`config.mk`:
```
export PLATFORM = sky130hd
export DESIGN_NAME = fft_frame_scheduler
export DESIGN_NICKNAME = d
export VERILOG_FILES = /design/src/rtl/fft_ctrl_pkg.sv /design/src/rtl/frame_watchdog.sv /design/src/rtl/fft_frame_scheduler.sv
export SDC_FILE = /design/constraint.sdc
export NUM_CORES = 1
export LEC_CHECK = 0
export ABC_AREA = 1
export CAP_MARGIN = 30
export CORE_ASPECT_RATIO = 1.5
export CORE_MARGIN = 10
export CORE_UTILIZATION = 54
export CTS_BUF_LIST = sky130_fd_sc_hd__clkbuf_16
export DETAILED_ROUTE_END_ITERATION = 10
export MAX_ROUTING_LAYER = met4
export PLACE_DENSITY = 0.8
export SYNTH_ARGS = -nofsm -noshare
export SYNTH_HDL_FRONTEND = slang
export SYNTH_HIERARCHICAL = 1
export SYNTH_SLANG_ARGS = --single-unit
```
`constraint.sdc`:
```
create_clock -name clk -period 2.7 [get_ports clk]
set_clock_uncertainty 0.05 [all_clocks]
set_input_delay 0.54 -clock clk [delete_from_list [all_inputs] [get_ports clk]]
set_output_delay 0.54 -clock clk [all_outputs]
set_load 0.005 [all_outputs]
```
`src/rtl/fft_ctrl_pkg.sv`:
```
// Shared encodings and defaults for the FFT frame control path.
package fft_ctrl_pkg;

    localparam int FRAME_LEN_DEF = 4096;
    localparam int ADDR_W_DEF    = 12;

    typedef enum logic [1:0] {
        MODE_OFF    = 2'd0,
        MODE_VSYNC  = 2'd1,
        MODE_FREE   = 2'd2,
        MODE_SINGLE = 2'd3
    } mode_e;

    typedef enum logic [1:0] {
        ST_IDLE   = 2'd0,
        ST_ARMED  = 2'd1,
        ST_LAUNCH = 2'd2,
        ST_FEED   = 2'd3
    } state_e;

    // Qualified trigger sources, one bit per origin.
    typedef struct packed {
        logic vsync;
        logic hop;
        logic single;
    } trig_src_t;

endpackage

```
`src/rtl/frame_watchdog.sv`:
```
// Progress watchdog: counts enabled cycles without a kick and pulses
// timeout once TIMEOUT such cycles have elapsed.
module frame_watchdog #(
    parameter int TIMEOUT = 32768
) (
    input  logic clk,
    input  logic reset,
    input  logic enable,
    input  logic kick,
    output logic timeout
);

    localparam int CW = (TIMEOUT > 2) ? $clog2(TIMEOUT) : 1;

    logic [CW-1:0] cnt;
    logic          at_limit;

    assign at_limit = (cnt == CW'(TIMEOUT - 1));
    assign timeout  = enable & ~kick & at_limit;

    // Idle or kicked -> restart; otherwise count, wrapping after the pulse.
    always_ff @(posedge clk) begin
        if (reset || !enable || kick || at_limit)
            cnt <= '0;
        else
            cnt <= cnt + 1'b1;
    end

endmodule

```
`src/rtl/fft_frame_scheduler.sv`:
```
// Decides when a frame is launched from the sample BRAM into the FFT
// pipeline; tracks frames in flight, dropped triggers and error conditions.
module fft_frame_scheduler
    import fft_ctrl_pkg::*;
#(
    parameter int FRAME_LEN    = FRAME_LEN_DEF,
    parameter int ADDR_W       = ADDR_W_DEF,
    parameter int MAX_INFLIGHT = 2,
    parameter int TIMEOUT      = 32768
) (
    input  logic              clk,
    input  logic              reset,
    input  logic [1:0]        mode,
    input  logic [ADDR_W-1:0] hop,
    input  logic              sample_tick,
    input  logic [ADDR_W-1:0] head,
    input  logic              vsync_pulse,
    input  logic              single_req,
    input  logic              feeder_done,
    input  logic              mag_tvalid,
    input  logic              mag_tlast,
    input  logic              last_missing,
    input  logic              clear_err,
    output logic              start,
    output logic [ADDR_W-1:0] start_addr,
    output logic [1:0]        inflight,
    output logic [7:0]        drop_count,
    output logic              err,
    output logic              busy
);

    localparam int CNT_W = $clog2(FRAME_LEN + 1);

    state_e           state, state_nxt;
    logic [CNT_W-1:0] fill_cnt, hop_cnt, hop_eff;
    trig_src_t        trig;
    logic             trig_any, fill_full, pending, launch, retire;
    logic             underflow, wd_timeout, eligible, pend_busy, drop_inc;

    assign hop_eff   = (hop == '0) ? CNT_W'(FRAME_LEN) : CNT_W'(hop);
    assign fill_full = (fill_cnt == CNT_W'(FRAME_LEN));

    assign trig.vsync  = (mode == MODE_VSYNC)  & vsync_pulse;
    assign trig.single = (mode == MODE_SINGLE) & single_req;
    assign trig.hop    = (mode == MODE_FREE)   & (hop_cnt >= hop_eff);
    assign trig_any    = |trig;

    assign launch    = (state == ST_LAUNCH);
    assign retire    = mag_tvalid & mag_tlast;
    // A retire alongside a launch pairs with it, so only a lone one underflows.
    assign underflow = retire & (inflight == '0) & ~launch;
    // Pending is being consumed in LAUNCH, so a new trigger there is not a drop.
    assign pend_busy = pending & ~launch;
    assign drop_inc  = trig_any & pend_busy;
    assign eligible  = pending & fill_full & (inflight < 2'(MAX_INFLIGHT)) &
                       (state == ST_ARMED);

    frame_watchdog #(.TIMEOUT(TIMEOUT)) u_wdog (
        .clk     (clk),
        .reset   (reset),
        .enable  ((inflight != '0) || (state == ST_FEED)),
        .kick    (mag_tvalid | feeder_done),
        .timeout (wd_timeout)
    );

    // Warm-up fill level, saturating at one full frame.
    always_ff @(posedge clk) begin
        if (reset)
            fill_cnt <= '0;
        else if (sample_tick && !fill_full)
            fill_cnt <= fill_cnt + 1'b1;
    end

    // Samples since the last hop trigger or launch; a coincident tick counts.
    always_ff @(posedge clk) begin
        if (reset)
            hop_cnt <= '0;
        else if (launch || trig.hop)
            hop_cnt <= sample_tick ? CNT_W'(1) : '0;
        else if (sample_tick && hop_cnt != '1)
            hop_cnt <= hop_cnt + 1'b1;
    end

    // Next-state and decoded outputs; watchdog timeout overrides everything.
    always_comb begin
        state_nxt = state;
        start     = 1'b0;
        busy      = (state != ST_IDLE);
        unique case (state)
            ST_IDLE:   if (mode != MODE_OFF) state_nxt = ST_ARMED;
            ST_ARMED:  if (mode == MODE_OFF) state_nxt = ST_IDLE;
                       else if (eligible)    state_nxt = ST_LAUNCH;
            ST_LAUNCH: begin
                start     = 1'b1;
                state_nxt = ST_FEED;
            end
            ST_FEED:   if (feeder_done)      state_nxt = ST_ARMED;
            default:   state_nxt = ST_IDLE;
        endcase
        if (wd_timeout)
            state_nxt = (mode == MODE_OFF) ? ST_IDLE : ST_ARMED;
    end

    // State register.
    always_ff @(posedge clk) begin
        if (reset) state <= ST_IDLE;
        else       state <= state_nxt;
    end

    // Head snapshot taken on entry to LAUNCH so it is valid alongside start.
    always_ff @(posedge clk) begin
        if (reset)
            start_addr <= '0;
        else if (state == ST_ARMED && state_nxt == ST_LAUNCH)
            start_addr <= head;
    end

    // Pending trigger: set wins; consumed by launch or by switching off.
    always_ff @(posedge clk) begin
        if (reset)
            pending <= 1'b0;
        else if (trig_any)
            pending <= 1'b1;
        else if (launch || (mode == MODE_OFF && (state == ST_ARMED || wd_timeout)))
            pending <= 1'b0;
    end

    // Frames in flight: launch adds, retire removes, timeout forgets all.
    always_ff @(posedge clk) begin
        if (reset || wd_timeout)
            inflight <= '0;
        else if (launch && !retire)
            inflight <= inflight + 1'b1;
        else if (retire && !launch && inflight != '0)
            inflight <= inflight - 1'b1;
    end

    // Sticky error; a new error in the clear cycle keeps it set.
    always_ff @(posedge clk) begin
        if (reset)
            err <= 1'b0;
        else if (last_missing || wd_timeout || underflow)
            err <= 1'b1;
        else if (clear_err)
            err <= 1'b0;
    end

    // Saturating dropped-trigger count; a drop in the clear cycle beats the clear.
    always_ff @(posedge clk) begin
        if (reset)
            drop_count <= '0;
        else if (drop_inc) begin
            if (drop_count != 8'hFF)
                drop_count <= drop_count + 1'b1;
        end else if (clear_err)
            drop_count <= '0;
    end

endmodule

```
==> results.tsv <==
stage	metric	value	unit
critical_path	required	2.91	ns
sta	setup_tns	0	ns
clock_tree	cts_tree	yes	
layout	layout_commonest_cell	nand2_1	
global_routing	grt_pass1_vias	3773	
yosys	synth.area.top_cells	dfxtp_1, nand2_1, nor2_1, inv_1, ha_1	
sta	hold_ws	0.395	ns
placed_design	io_buffers	60	
critical_path	slowest_delay	0.31	ns
critical_path	startpoint_type	input pin	
yosys	yosysWarnings	6	
route	dr.pass1.iters	4	
route	routedWlPerCell	13.1	um
sta	relSlewSlack	0.504	
layout	antenna_cells	0	
layout	n_fill_cell	574	
yosys	ys_types	35	
power	ir_drop	0.512	mV
floorplan	die-area	10900	um^2
yosys	syn_inst	559	
critical_path	path_buf_inv	1	
clock_tree	numCtsBuffers	9	
floorplan	rows	37	
layout	drive_gt1_frac	0.101	
critical_path	cpLargestDelayFamily	simple AND/OR/NAND/NOR gates	
clock_tree	clk_latency	0.34	ns
critical_path	path_cells	dlygate4sd2_1 -> nor4_2 -> nand3_1 -> ha_4 -> nand2_1 -> nor2_2 -> nand2_1 -> nor2_1 -> nor2_1 -> nand3_2 -> nand2_2 -> nand2_4 -> nand3_4 -> or2_0 -> a21oi_1	
outcome	status	finished clean	
sta	worstMarginPinSlew	0.741	ns
yosys	syn_area_per_cell	6.79	um^2
power	finalPower	2.59	mW
yosys	synth_top_area_cell	dfxtp_1	
global_routing	grt_overflow_total	0	
run	max-cap-violations	0	
sta	finalCritPeriodShare	0.936	
critical_path	crit_arrival	2.74	ns
route	viasPerCell	5.21	
clock_tree	ctsHoldBuffers	0	
clock_tree	path_clk_slew	0.06	ns
critical_path	critPathKind	in -> reg	
power	power_density	526	nW/um^2
yosys	yosysTopAreaCellShare	0.353	
sta	fmax	396	MHz
floorplan	core	6850	um^2
sta	hold_viol	0	
floorplan	initial_utilization	0.554	
placed_design	preCtsSetupSlack	-0.468	ns
clock_tree	clock_path_buffers	2	
clock_tree	cts.sinks	67	
layout	fin_util	0.719	
sta	drv_slew	0	
yosys	syn_nets	613	
critical_path	end_kind	flip-flop	
sta	fin_crit	2.53	ns
sta	setup_viol	0	
critical_path	cp_slowest_cell	ha_4	
power	p_leak	2.05	nW
yosys	synth-seq-cells	67	
yosys	netlist_area	3800	um^2
clock_tree	cts_max_level	3	
global_routing	antenna_found_initial	0	
floorplan	die_h	123	um
route	drt_wl_total	9.37	mm
route	ant_nets	0	
sta	setup_ws	0.172	ns
global_routing	grt_pass1_wl	15.8	mm
route	num_vias	3716	
critical_path	cp_max_fo	5	
floorplan	die_w	88.5	um
worst_hold_path	hold_class	reg -> reg	
floorplan	io_pins	61	
placed_design	gp_congestion	0.931	
route	first_iter_violations	191	
layout	mostFrequentLayoutCells	nand2_1, nor2_1, inv_1	
route	drc_errors	0	
clock_tree	cts-root-buf	clkbuf_16	
layout	final_nets	684	
global_routing	grt.total_usage	0.186	
placed_design	hpwl	7.11	mm
global_routing	grt_max_degree	25	
yosys	yosysSeqAreaShare	0.353	
layout	syn2layout_area_growth	29.8	%
## sequential cells by signal, indices dropped and copies added (netlist names)
register,cells
u_wdog/cnt,15
fill_cnt,13
hop_cnt,13
start_addr,12
drop_count,8
inflight,2
state,2
err,1
pending,1
## cell usage after synthesis (all sizes together)
cell type	count
buf	7
dfxtp	67
ha	18
o21ai	19
a31oi	3
nand3b	3
nor2	89
or2	5
xnor2	5
nor3b	3
clkbuf	4
nand3	32
nor3	14
nand2	136
o21bai	1
xor2	11
a221oi	1
nor4	8
a31o	1
a211oi	2
nand4	9
inv	82
o21a	3
a21oi	36
## worst reg2reg max path, stage by stage, from the launching register on
cell and delay (ns):
dfxtp_1 0.35, ha_1 0.21, nand2_1 0.08, nor2_2 0.17, nand2_2 0.15, nor2_1 0.15
nand2_1 0.07, nor3_1 0.22, o21ai_0 0.16, o21ai_2 0.12, nand3_4 0.25, nor2_1 0.18
nor2_1 0.06
## worst paths after layout
| path | from | end | slack [ns] | cells after the start |
|---|---|---|---|---|
| setup / recovery | hop[3] | drop_count[5]$_SDFFE_PP0P_ | 0.17 | 15 |
| hold / removal | u_wdog/cnt[0]$_SDFF_PP0_ | u_wdog/cnt[0]$_SDFF_PP0_ | 0.40 | 1 |
| setup reg to reg | u_wdog/cnt[0]$_SDFF_PP0_ | start_addr[9]$_SDFFE_PP0P_ | 0.35 | 12 |
| hold reg to reg | u_wdog/cnt[0]$_SDFF_PP0_ | u_wdog/cnt[0]$_SDFF_PP0_ | 0.40 | 1 |
## logic make-up (layout without fill, tap and decap cells)
kind of cell	Yosys count	after routing	synth area share
fa+ha+maj	18	18	0.0593
buf+inv	93	168	0.0992
flops	67	67	0.353
xor+xnor	16	16	0.0369
compound gates	66	66	0.0988
simple gates	299	300	0.353
## per-stage QoR
step / cell area (um^2) / instances
2_1_floorplan: 3800 / 559
3_5_place_dp: 4490 / 694
3_3_place_gp: 4490 / 694
4_1_cts: 4870 / 711
5_1_grt: 4930 / 713
6_report: 4930 / 713
## power by group
part	internal [mW]	switching (mW)	leakage, nW
Sequential	1.01	0.0153	0.542
Clock	0.899	0.436	0.165
Combinational	0.113	0.120	1.34
Total	2.02	0.572	2.05
## metal layers
layer / share of wire / vias to the layer above / global-route usage
li1: - / 1933 / -
met1: 0.39 / 1662 / 0.173
met2: 0.51 / 100 / 0.325
met3: 0.076 / 21 / 0.0763
met4: 0.023 / 0 / 0.0781
met5: 0 / - / -
## repair_timing
action,in CTS,in global routing
gates cloned,1,0
pin swaps,6,9
setup buffers,0,2
hold endpoints to repair,0,0
endpoints found under the setup margin,11,21
gates resized for setup,9,14
## cell type report
class | count | area, um^2 | share of cell area
clock buffer | 9 | 225 | 0.0457
tap | 78 | 97.6 | 0.0198
sequential | 67 | 1340 | 0.272
multi-input combinational | 400 | 2140 | 0.435
inverter | 82 | 308 | 0.0625
clock inverter | 7 | 116 | 0.0236
timing repair buffer | 70 | 698 | 0.142
Note: power is estimated with default switching activity, not from simulation.
